`src/rtl/karatsuba_pkg.sv`:
```
// Shared types and elaboration checks for the iterative Karatsuba multiplier.
package karatsuba_pkg;

    // One-hot so each state decode is a single flop bit.
    typedef enum logic [4:0] {
        IDLE = 5'b00001,
        LO   = 5'b00010,
        HI   = 5'b00100,
        MID  = 5'b01000,
        OUT  = 5'b10000
    } state_e;

    function automatic bit karatsuba_w_ok(input int w);
        return (w >= 4) && ((w % 2) == 0);
    endfunction

endpackage

```
`src/rtl/karatsuba_half_mult.sv`:
```
// Combinational (H+1)x(H+1) unsigned multiplier; the single multiplier shared by all Karatsuba phases.
module karatsuba_half_mult #(
    parameter int H = 16
) (
    input  logic [H:0]     a_i,
    input  logic [H:0]     b_i,
    output logic [2*H+1:0] p_o
);

    assign p_o = {{(H+1){1'b0}}, a_i} * {{(H+1){1'b0}}, b_i};

endmodule

```
`src/rtl/iterative_karatsuba_n.sv`:
```
// Sequential W-bit Karatsuba multiplier, one shared half-width multiplier over LO/HI/MID phases.
// Define KARATSUBA_SIGNED_EN to add the in_signed port for two's-complement operands.
module iterative_karatsuba_n
    import karatsuba_pkg::*;
#(
    parameter int W = 32
) (
    input  logic           clk,
    input  logic           rst,
    input  logic           in_valid,
    output logic           in_ready,
    input  logic [W-1:0]   in_a,
    input  logic [W-1:0]   in_b,
`ifdef KARATSUBA_SIGNED_EN
    input  logic           in_signed,
`endif
    output logic           out_valid,
    input  logic           out_ready,
    output logic [2*W-1:0] out_p,
    output logic           busy
);

    localparam int H = W / 2;

    if (!karatsuba_w_ok(W)) begin : g_w_check
        $error("iterative_karatsuba_n: W must be even and >= 4");
    end

    state_e           state_q, state_d;
    logic [H-1:0]     a_h_q, a_l_q, b_h_q, b_l_q;
    logic [2*H-1:0]   p_lo_q, p_hi_q;
    logic [2*W-1:0]   out_p_q, out_p_d;
    logic             neg_q, neg_d;
    logic             accept;
    logic [W-1:0]     a_mag, b_mag;
    logic [H:0]       mul_x, mul_y;
    logic [2*H+1:0]   mul_p;
    logic [2*H+1:0]   mid;
    logic [2*W-1:0]   mag;

    // Valid/ready: a transfer happens on a cycle where valid and ready are both high at the
    // rising edge; a producer holds valid and data until that edge, and the result stays
    // valid and stable in OUT until the consumer takes it.
    assign in_ready  = (state_q == IDLE) | ((state_q == OUT) & out_ready);
    assign accept    = in_valid & in_ready;
    assign out_valid = (state_q == OUT);
    assign busy      = (state_q != IDLE);
    assign out_p     = out_p_q;

`ifdef KARATSUBA_SIGNED_EN
    logic a_neg, b_neg;
    assign a_neg = in_signed & in_a[W-1];
    assign b_neg = in_signed & in_b[W-1];
    assign a_mag = a_neg ? ((~in_a) + W'(1)) : in_a;
    assign b_mag = b_neg ? ((~in_b) + W'(1)) : in_b;
    assign neg_d = a_neg ^ b_neg;
`else
    assign a_mag = in_a;
    assign b_mag = in_b;
    assign neg_d = 1'b0;
`endif

    always_comb begin
        mul_x = '0;
        mul_y = '0;
        case (state_q)
            LO: begin
                mul_x = {1'b0, a_l_q};
                mul_y = {1'b0, b_l_q};
            end
            HI: begin
                mul_x = {1'b0, a_h_q};
                mul_y = {1'b0, b_h_q};
            end
            MID: begin
                mul_x = {1'b0, a_h_q} + {1'b0, a_l_q};
                mul_y = {1'b0, b_h_q} + {1'b0, b_l_q};
            end
            default: begin
                mul_x = '0;
                mul_y = '0;
            end
        endcase
    end

    karatsuba_half_mult #(.H(H)) u_half_mult (
        .a_i (mul_x),
        .b_i (mul_y),
        .p_o (mul_p)
    );

    // (a_h+a_l)(b_h+b_l) - a_h*b_h - a_l*b_l is the cross term and cannot go negative.
    assign mid     = mul_p - {2'b00, p_hi_q} - {2'b00, p_lo_q};
    assign mag     = {p_hi_q, p_lo_q} + ({{(2*W-2*H-2){1'b0}}, mid} << H);
    assign out_p_d = neg_q ? ((~mag) + (2*W)'(1)) : mag;

    always_comb begin
        state_d = state_q;
        case (state_q)
            IDLE:    if (in_valid) state_d = LO;
            LO:      state_d = HI;
            HI:      state_d = MID;
            MID:     state_d = OUT;
            OUT:     if (out_ready) state_d = in_valid ? LO : IDLE;
            default: state_d = IDLE;
        endcase
    end

    always_ff @(posedge clk or negedge rst) begin
        if (!rst) begin
            state_q <= IDLE;
            a_h_q   <= '0;
            a_l_q   <= '0;
            b_h_q   <= '0;
            b_l_q   <= '0;
            p_lo_q  <= '0;
            p_hi_q  <= '0;
            out_p_q <= '0;
            neg_q   <= 1'b0;
        end else begin
            state_q <= state_d;
            if (accept) begin
                a_h_q <= a_mag[W-1:H];
                a_l_q <= a_mag[H-1:0];
                b_h_q <= b_mag[W-1:H];
                b_l_q <= b_mag[H-1:0];
                neg_q <= neg_d;
            end
            if (state_q == LO)  p_lo_q  <= mul_p[2*H-1:0];
            if (state_q == HI)  p_hi_q  <= mul_p[2*H-1:0];
            if (state_q == MID) out_p_q <= out_p_d;
        end
    end

endmodule

```
`config.mk`:
```
export PLATFORM = sky130hd
export DESIGN_NAME = iterative_karatsuba_n
export DESIGN_NICKNAME = d
export VERILOG_FILES = /design/src/rtl/karatsuba_pkg.sv /design/src/rtl/karatsuba_half_mult.sv /design/src/rtl/iterative_karatsuba_n.sv
export SDC_FILE = /design/constraint.sdc
export NUM_CORES = 1
export LEC_CHECK = 0
export ABC_AREA = 0
export BUFFER_PORTS_ARGS = -buffer_cell sky130_fd_sc_hd__buf_4
export CAP_MARGIN = 10
export CORE_ASPECT_RATIO = 1.25
export CORE_MARGIN = 10
export CORE_UTILIZATION = 40
export DETAILED_ROUTE_END_ITERATION = 10
export PLACE_DENSITY_LB_ADDON = 0.08
export SYNTH_ARGS = -nofsm -noshare
export SYNTH_HDL_FRONTEND = slang
export SYNTH_HIERARCHICAL = 1
export SYNTH_SLANG_ARGS = --single-unit
```
`constraint.sdc`:
```
create_clock -name clk -period 28 [get_ports clk]
set_clock_uncertainty 0.1 [all_clocks]
set_input_delay 5.6 -clock clk [delete_from_list [all_inputs] [get_ports clk]]
set_output_delay 5.6 -clock clk [all_outputs]
set_load 0.005 [all_outputs]
```
==> metrics.yaml <==
synth-seq-cells: 197
rows: 99
grt_overflow: 0
cts_setup_buffers: 0
grt_pass1_vias: 19946
worstMarginPinSlew_ps: 1002
maxCapViolations: 0
synth_cells: 2742
initial_core_util_pct: 40.21
synth_edf_count: 0
layout.nets: 3366
routed_wl_um: 67940
die_h_um: 290.2
dr_total_vias: 18725
fin_crit_ps: 13220
first_pass_iters: 5
crit_slowest_cell: "fa_1"
grt_usage_pct: 20.00
r2r-start: "a_h_q[0]"
max_stage_delay_ps: 550
reg2reg_depth: 45
critPathKind: "reg -> reg"
tns_ps: 0
cp_common_cell: "fa_1"
grt_max_degree: 70
r2r_slack_ps: 14780
worstReg2RegEnd: "out_p[62]"
dp_cells: 3562
top_usage_layer: "met2"
rsz0062_at_grt: "false"
die-area_mm2: 0.06852
vias_per_cell: 5.212
gp_congestion: 0.9004
clockRootBuffer: "clkbuf_16"
worstHoldEndpoint: "out_p[52]"
hpwlAfterDp_um: 55410
ys.flop_type: "dfrtp_1"
postSynth.asyncResetShare_pct: 100.0
final_common_cell: "nand2_1"
fin_util_pct: 44.37
power_w: 0.002806
leakage_nw: 12.94
seq_area_mm2: 0.004931
slew_headroom_pct: 33.17
grt_pass1_wl_um: 109900
instances_no_fill: 3593
finalHoldViolCount: 0
grtUsageMet3_pct: 2.638
finalSetupViolCount: 0
clockBufferDepth: 2
worstPathMaxFanout: 17
clk_pin_slew_ps: 80
grtUsageMet1_pct: 23.09
ir_worst_vdd_uv: 98.00
drive_gt1_share_pct: 8.674
num_io_pins: 135
synth_warnings: 6
cts-htree-levels: 4
design_area_mm2: 0.02578
synth.distinct_cells: 85
post_cts_resized: 0
postCtsHoldBufs: 0
arrival_ps: 13560
antenna_left: 0
fmax_mhz: 75.64
first_iter_violations: 752
syn_nets: 3284
holdPathStages: 2
cp-start-kind: "flip-flop"
cts_inserted_buffers: 17
wl_per_cell_um: 18.91
die_w_um: 236.1
power.density_mw_per_mm2: 108.9
core_region_area_mm2: 0.05809
min-delay-start: "out_p[52]"
num-fill-cells: 5831
area_delta_synth_final_pct: 10.35
placed_area_mm2: 0.02519
finalMaxSlewViolations: 0
worstSetupEndpointType: "flip-flop"
drc: 0
crit_required_ps: 28340
netlist_area_mm2: 0.02336
num_antenna_cells: 0
cts_sinks: 197
cts_tree: "built"
avgSynthCellArea_um2: 8.518
status: "finished clean"
port-buffer-count: 134
use_met2_pct: 37.25
final_cell_mix: "580 x nand2_1, 386 x inv_1, 259 x fa_1"
antenna_found_initial: 0
finalCritPeriodShare_pct: 47.22
insertion_delay_ps: 500
multi_input_area_mm2: 0.01660
seq_area_frac_synth_pct: 21.11
hold_path_class: "reg -> reg"
[stage by stage]
step	setup slack [ps]	hold slack, ps
2_1_floorplan	16240	361.0
3_3_place_gp	14800	362.9
3_5_place_dp	14700	372.7
4_1_cts	14700	389.9
5_1_grt	14120	408.4
6_report	14780	382.2
[sequential cells by signal, indices dropped and copies added, names as in the netlist]
register	count
state_q	5
b_h_q	16
a_l_q	16
a_h_q	16
p_lo_q	32
p_hi_q	32
b_l_q	16
out_p	64
[final cells by class]
type	count	share of cell area, %
multi-input combinational	2054	64.41
sequential	197	19.13
inverter	387	5.636
timing repair buffer	167	4.888
tap	757	3.675
clock buffer	18	1.704
clock inverter	13	0.5534
[report_power, final]
group	total (W)	internal, W	switching, W	leakage [nW]
registers	0.000408	0.000350	0.0000584	2.64
logic	0.00214	0.000824	0.00132	10.0
clock network	0.000255	0.000128	0.000127	0.283
total	0.00281	0.00130	0.00150	12.9
[per-layer routing]
layer	wire length, um	part of all wire [%]
met1	28210	42
met5	0	0
met3	2060	3.0
met2	35960	53
met4	1711	2.5
[logic make-up after synthesis]
kind of cell             after synthesis  synth area share [%]
multiplexers                           9                0.4178
XOR/XNOR                             124                 4.682
adder cells (fa/ha/maj)              474                 33.72
flip-flops                           197                 21.11
AND/OR/NAND/NOR                      915                 17.68
AO/OA/AOI/OAI                        532                 14.42
buffers and inverters                491                 7.971
[worst max path at each step]
stage / to / from
2_1_floorplan: out_p[62] / a_h_q[0]
3_3_place_gp: out_p[62] / a_h_q[0]
3_5_place_dp: out_p[62] / a_h_q[0]
4_1_cts: out_p[62] / a_h_q[0]
5_1_grt: out_p[62] / a_h_q[0]
6_report: out_p[62] / a_h_q[0]
[synth_stat cells (7+ instances only)]
library cell	n	area share, %
o21bai_1	18	0.58
nand3_1	22	0.47
nand2b_1	11	0.29
nor2b_1	11	0.29
nand4_1	24	0.64
o211ai_1	7	0.22
a211oi_1	20	0.64
a21o_1	56	1.8
o21ai_0	193	4.1
clkbuf_1	89	1.4
xor2_1	36	1.3
nor3_1	27	0.58
inv_1	387	6.2
a22oi_1	26	0.84
ha_1	215	12
buf_2	8	0.17
o21ai_1	12	0.26
dfrtp_1	196	21
a31oi_1	22	0.59
o21a_1	12	0.39
a21oi_1	103	2.2
fa_1	259	22
nand2_1	581	9.3
nor2_1	53	0.85
and2_1	127	3.4
xnor2_1	87	3.3
and3_1	16	0.43
nor4_1	7	0.19
[worst max-delay path: cells and delay by family (launching register included)]
| kind | cells | cell delay, ps |
|---|---|---|
| compound gates | 19 | 4520 |
| xor+xnor | 3 | 680 |
| fa+ha+maj | 12 | 5490 |
| buf+inv | 4 | 450 |
| flops | 1 | 400 |
| simple gates | 7 | 1480 |
No activity file was read; power rests on OpenSTA's default activity.
